**config.mk**
```make
export PLATFORM = sky130hd
export DESIGN_NAME = mdio_poll_ctrl
export DESIGN_NICKNAME = d
export VERILOG_FILES = /design/src/rtl/mdio_poll_ctrl.sv
export SDC_FILE = /design/constraint.sdc
export NUM_CORES = 1
export LEC_CHECK = 0
export BUFFER_PORTS_ARGS = -buffer_cell sky130_fd_sc_hd__buf_2
export CAP_MARGIN = 25
export CORE_ASPECT_RATIO = 0.9
export CORE_MARGIN = 2
export CORE_UTILIZATION = 40
export DETAILED_ROUTE_END_ITERATION = 6
export MAX_ROUTING_LAYER = met4
export PLACE_DENSITY = 0.67
export SYNTH_ARGS = -nofsm -noshare
export SYNTH_HDL_FRONTEND = slang
export SYNTH_SLANG_ARGS = --single-unit
```
**constraint.sdc**
```tcl
create_clock -name clk -period 4.9 [get_ports clk]
set_input_delay 0.49 -clock clk [delete_from_list [all_inputs] [get_ports clk]]
set_output_delay 0.49 -clock clk [all_outputs]
set_load 0.01 [all_outputs]
```
**src/rtl/mdio_poll_ctrl.sv**
```systemverilog
// Multi-PHY MDIO poller: round-robins NUM_PHY PHYs through the mdio_dri op
// interface, publishing link/speed/error vectors and servicing soft resets.
module mdio_poll_ctrl #(
  parameter int          NUM_PHY       = 4,
  parameter logic [4:0]  PHY_ADDR_BASE = 5'h04,
  parameter logic [23:0] POLL_INTERVAL = 24'd1000000,
  parameter logic [15:0] OP_TIMEOUT    = 16'd4096,
  parameter logic [15:0] RST_WORD      = 16'h9140
) (
  input  logic                   clk,
  input  logic                   rst,
  input  logic [NUM_PHY-1:0]     soft_rst_trig,
  input  logic                   op_done,
  input  logic [15:0]            op_rd_data,
  input  logic                   op_rd_ack,
  output logic                   op_exec,
  output logic                   op_rh_wl,
  output logic [4:0]             op_phy_addr,
  output logic [4:0]             op_addr,
  output logic [15:0]            op_wr_data,
  output logic [NUM_PHY-1:0]     link,
  output logic [2*NUM_PHY-1:0]   speed,
  output logic [NUM_PHY-1:0]     phy_err,
  output logic                   round_done
);

  typedef enum logic [2:0] {
    IDLE, RST_ISSUE, RST_WAIT, BMSR_ISSUE, BMSR_WAIT, PHYSR_ISSUE, PHYSR_WAIT, NEXT
  } state_t;

  state_t             state, state_n;
  logic [2:0]         idx, cur, rst_idx;
  logic               in_round;
  logic [NUM_PHY-1:0] rst_pend;
  logic [23:0]        ival_cnt;
  logic [15:0]        tmo_cnt;
  logic               rst_any, waiting, tmo, fail, ok;
  logic               unused_bits;

  assign unused_bits = ^{op_rd_data[13:12], op_rd_data[9:3], op_rd_data[1:0]};

  always_comb begin
    rst_any = |rst_pend;
    rst_idx = '0;
    // Walk downward so the lowest pending index wins.
    for (int i = NUM_PHY - 1; i >= 0; i--)
      if (rst_pend[i]) rst_idx = 3'(i);
    waiting = (state == RST_WAIT) || (state == BMSR_WAIT) || (state == PHYSR_WAIT);
    tmo     = waiting && !op_done && (tmo_cnt == OP_TIMEOUT - 16'd1);
    fail    = waiting && ((op_done && op_rd_ack) || tmo);
    ok      = waiting && op_done && !op_rd_ack;
  end

  always_comb begin
    state_n = state;
    case (state)
      IDLE: begin
        if (rst_any)                              state_n = RST_ISSUE;
        else if (in_round || ival_cnt <= 24'd1)   state_n = BMSR_ISSUE;
      end
      RST_ISSUE:   state_n = RST_WAIT;
      BMSR_ISSUE:  state_n = BMSR_WAIT;
      PHYSR_ISSUE: state_n = PHYSR_WAIT;
      RST_WAIT:    if (ok || fail) state_n = IDLE;
      BMSR_WAIT: begin
        if (fail)    state_n = NEXT;
        else if (ok) state_n = op_rd_data[2] ? PHYSR_ISSUE : NEXT;
      end
      PHYSR_WAIT:  if (ok || fail) state_n = NEXT;
      NEXT:        state_n = IDLE;
      default:     state_n = IDLE;
    endcase
  end

  always_ff @(posedge clk) begin
    if (rst) begin
      state       <= IDLE;
      idx         <= '0;
      cur         <= '0;
      in_round    <= 1'b0;
      rst_pend    <= '0;
      ival_cnt    <= POLL_INTERVAL;
      tmo_cnt     <= '0;
      op_exec     <= 1'b0;
      op_rh_wl    <= 1'b0;
      op_phy_addr <= '0;
      op_addr     <= '0;
      op_wr_data  <= '0;
      link        <= '0;
      speed       <= '0;
      phy_err     <= '0;
      round_done  <= 1'b0;
    end else begin
      state      <= state_n;
      op_exec    <= 1'b0;
      round_done <= 1'b0;
      rst_pend   <= rst_pend | soft_rst_trig;
      tmo_cnt    <= waiting ? tmo_cnt + 16'd1 : 16'd0;

      if (state == IDLE && !rst_any && !in_round && ival_cnt > 24'd1)
        ival_cnt <= ival_cnt - 24'd1;

      // Op fields are loaded alongside op_exec and then held for the driver.
      if (state == IDLE && state_n == RST_ISSUE) begin
        cur         <= rst_idx;
        op_exec     <= 1'b1;
        op_rh_wl    <= 1'b0;
        op_phy_addr <= PHY_ADDR_BASE + {2'b00, rst_idx};
        op_addr     <= 5'd0;
        op_wr_data  <= RST_WORD;
      end
      if (state == IDLE && state_n == BMSR_ISSUE) begin
        cur         <= idx;
        in_round    <= 1'b1;
        op_exec     <= 1'b1;
        op_rh_wl    <= 1'b1;
        op_phy_addr <= PHY_ADDR_BASE + {2'b00, idx};
        op_addr     <= 5'd1;
        op_wr_data  <= '0;
      end
      if (state == BMSR_WAIT && state_n == PHYSR_ISSUE) begin
        op_exec <= 1'b1;
        op_addr <= 5'h11;
      end

      for (int i = 0; i < NUM_PHY; i++) begin
        if (cur == 3'(i)) begin
          if (ok && (state == RST_WAIT || (state == BMSR_WAIT && !op_rd_data[2]))) begin
            link[i]         <= 1'b0;
            speed[2*i +: 2] <= 2'b00;
          end
          // Unresolved or reserved (11) speed reports as 10M/down.
          if (ok && state == PHYSR_WAIT) begin
            link[i]         <= op_rd_data[11] & op_rd_data[10];
            speed[2*i +: 2] <= (op_rd_data[11] && op_rd_data[15:14] != 2'b11) ?
                               op_rd_data[15:14] : 2'b00;
          end
          if (fail)    phy_err[i] <= 1'b1;
          else if (ok) phy_err[i] <= 1'b0;
          if (state == RST_WAIT && (ok || fail)) rst_pend[i] <= soft_rst_trig[i];
        end
      end

      if (state == NEXT) begin
        if (idx == 3'(NUM_PHY - 1)) begin
          round_done <= 1'b1;
          idx        <= '0;
          in_round   <= 1'b0;
          ival_cnt   <= POLL_INTERVAL;
        end else begin
          idx <= idx + 3'd1;
        end
      end
    end
  end

endmodule

```
==> impl_metrics.ini <==
[floorplanning]
core_um2 = 8610
num_rows = 32
fp.dieArea_um2 = 9650
die_h_um = 93.4
initial_core_util_pct = 41.3
die_x_um = 103
pin_count = 69

[setup_path]
worst_ep_required_time_ps = 5100
cp_slowest_cell = a2111oi_4
crit_cells = 6
startpoint_type = flop
crit_chain = nor4_1 -> nand4_1 -> a2111oi_4 -> nand4_1 -> xor2_1 -> nor2_2
path_max_fanout = 7
end_kind = flop
cp_top_family = simple AND/OR/NAND/NOR gates
critPathMaxStageDelay_ps = 590
crit_top_cell = nand4_1
crit_type = flop to flop
rr_worst_depth = 6
path_buf_inv = 0
worstPathArrival_ps = 2510

[timing]
slew_violations = 0
setup_viol = 0
relSlewSlack_pct = 53.2
skew_ps = 10.5
rsz0062_at_grt = no
fin_setup_tns_ps = 0
finalCriticalPeriod_ps = 2300
setup_slack_ps = 2600
hold_violations = 0
worstMarginPinSlew_ps = 702
fmax_mhz = 434
fin_crit_sh_pct = 47.0
fin_hold_ws_ps = 378

[logic_synthesis]
ys_ff_latch = 77
synth_area_leaders = dfxtp_1 (43%), nor2_1 (7.0%), xor2_1 (5.9%), buf_4 (4.0%), a21oi_1 (3.2%)
synth_edf_count = 0
ys_seq_area_share_pct = 43.4
synth_area_leader_cell = dfxtp_1
synth_top_area_share_pct = 43.4
netlist_area_um2 = 3550
synth_cell_type_count = 52
yosysWarnings = 0
async_reset_ff_share_pct = 0
synthFlopType = dfxtp_1
syn_avg_cell_area_um2 = 8.70
syn_inst = 408

[layout]
drive_above_1_share_pct = 15.2
syn_to_final_growth_pct = 11.4
finalNonFillerCells = 565
antenna_cells = 0
fill_cells = 866
fin_nets = 471

[route]
num_vias = 2806
wirelength_mm = 6.74
drt.antenna.violating_nets = 0
avgRoutedWirePerCell_um = 11.9
drt_iter0_drc = 139
drc_errors = 0
via_per_inst = 4.97
drt_pass1_iterations = 5

[grt]
grt_usage_pct = 15.2
grt_pass1_vias = 2447
grt_max_degree = 38
grt_pass1_wl_mm = 11.3
antenna_found_initial = 0
overflow = 0

[clocking]
clkLatencyLatePin_ps = 340
cts.clk_slew.worst_paths_ps = 70
cts_setup_buffers = 0
ctsResizeCount = 0
h-tree-depth = 3
cts_buffers = 9
cts_tree = done
holdBufCountCts = 0
cts_buffer_depth = 2
cts.sinks = 77
clockRootBuffer = clkbuf_8

[flow_run]
maxCapViolCount = 0

[place]
hpwl_mm = 4.93
dp.cells = 551
portBuffers = 41
gp_congestion = 0.805
dp_slack_ps = 2620

[power_and_ir_drop]
internal-power_mw = 0.990
powerDensity_nw_per_um2 = 352
combPwrFrac_pct = 16.9
power_frac_seq_pct = 50.3
p_sw_share_pct = 29.0
p_leak_nw = 1.54
p_clk_share_pct = 32.8
power_switching_mw = 0.405
vdd_drop_max_uv = 229

[hold_path]
min_path_cells = 3
hold_class = primary input to flop

[outcome]
outcome = complete, no violations
==> power groups by stage <==
stage,sequential (mW),clock [mW],combinational (mW)
5_1_grt,0.709,0.502,0.266
4_1_cts,0.702,0.475,0.236
3_5_place_dp,0.716,0,0.235
6_report,0.702,0.457,0.235
2_1_floorplan,0.705,0,0.198
3_3_place_gp,0.713,0,0.230
==> cell usage after synthesis, types with 2 or more instances <==
master     n
o21ai_1    5
nor4_1     6
or3_1      7
nor2_1    66
clkbuf_1  12
and3_1     3
nor3_1     9
mux2i_1    7
xor2_1    24
ha_1       4
nand2b_1   2
and2_1     4
o21ai_0   13
o21a_1     2
nor3_2     2
dfxtp_1   77
nand3b_1   6
nand4_1    8
or2_1      2
and4b_1    2
buf_4     19
and4_1     2
a22oi_1    8
a21oi_1   23
nor3b_1    4
xnor2_1    7
nand3_1   18
inv_1     13
nor2_2     2
nand4b_1   3
a211oi_1   4
nand2_1   24
==> path summary, 6_finish.rpt <==
check | start | endpoint | slack (ps)
worst max-delay path | rst_pend[0]$_SDFF_PP0_ | ival_cnt[21]$_SDFF_PP0_ | 2600
worst min-delay path | soft_rst_trig[0] | rst_pend[0]$_SDFF_PP0_ | 380
worst max register to register | rst_pend[0]$_SDFF_PP0_ | ival_cnt[21]$_SDFF_PP0_ | 2600
worst min register to register | op_addr[4]$_SDFFE_PP0P_ | op_addr[4]$_SDFFE_PP0P_ | 450
==> per-layer routing <==
layer | wire length (um) | track usage (%)
met1 | 3370 | 21.0
met2 | 2980 | 21.6
met3 | 367 | 4.56
met4 | 19 | 3.95
met5 | 0 | -
==> cells in the final DEF (no fill, tap or decap), types with 3 or more instances in the layout <==
| master | n |
|---|---|
| a211oi_1 | 4 |
| a21oi_1 | 23 |
| a22oi_1 | 8 |
| and2_1 | 4 |
| and3_1 | 3 |
| buf_2 | 41 |
| clkbuf_8 | 10 |
| conb_1 | 16 |
| dfxtp_1 | 77 |
| ha_1 | 4 |
| inv_1 | 13 |
| mux2i_1 | 7 |
| nand2_1 | 24 |
| nand3_1 | 18 |
| nand3b_1 | 6 |
| nand4_1 | 8 |
| nand4b_1 | 3 |
| nor2_1 | 66 |
| nor3_1 | 9 |
| nor3b_1 | 4 |
| nor4_1 | 6 |
| o21ai_0 | 13 |
| o21ai_1 | 5 |
| or3_1 | 7 |
| xnor2_1 | 7 |
| xor2_1 | 24 |
==> metrics by stage <==
step | util, % | power (mW) | cell area [um^2]
2_1_floorplan | - | 0.903 | 3610
3_3_place_gp | 43.8 | 0.943 | 3770
3_5_place_dp | 43.8 | 0.951 | 3770
4_1_cts | 46.0 | 1.41 | 3960
5_1_grt | 46.0 | 1.48 | 3960
6_report | 46.0 | 1.39 | 3960
==> worst reg2reg max path, cell delays in order, from the launching register on <==
cell and delay (ps):
dfxtp_1 350, nor4_1 540, nand4_1 280, a2111oi_4 590, nand4_1 170, xor2_1 190
nor2_2 50
==> final cells by class <==
cell class | instances | area (um^2) | area share [%]
flip-flops and latches | 77 | 1540 | 39.0
inverters | 13 | 48.8 | 1.23
clock buffers | 10 | 138 | 3.48
repair buffers | 41 | 205 | 5.19
well taps | 119 | 149 | 3.76
multi-input cells | 301 | 1820 | 46.1
clock inverters | 4 | 50.0 | 1.27
==> flip-flops by register name, indices dropped and copies added, names as in the netlist, 2 cells and up <==
name      count
tmo_cnt      16
idx           3
ival_cnt     24
op_addr       2
rst_pend      4
state         3
speed         8
cur           3
link          4
phy_err       4
==> cell families (layout without fill, tap and decap cells) <==
logic type	count (synthesis)	after routing	synth area share, %
xor gates and xnor gates	31	31	7.65
adders and majority gates	4	4	1.41
AOI/OAI and AO/OA	63	63	11.7
other	1	16	0.106
muxes	7	7	1.97
DFF	77	77	43.4
buffers and inverters	45	68	6.80
and+or+nand+nor	180	180	27.0
(Power assumes the default switching activity.)
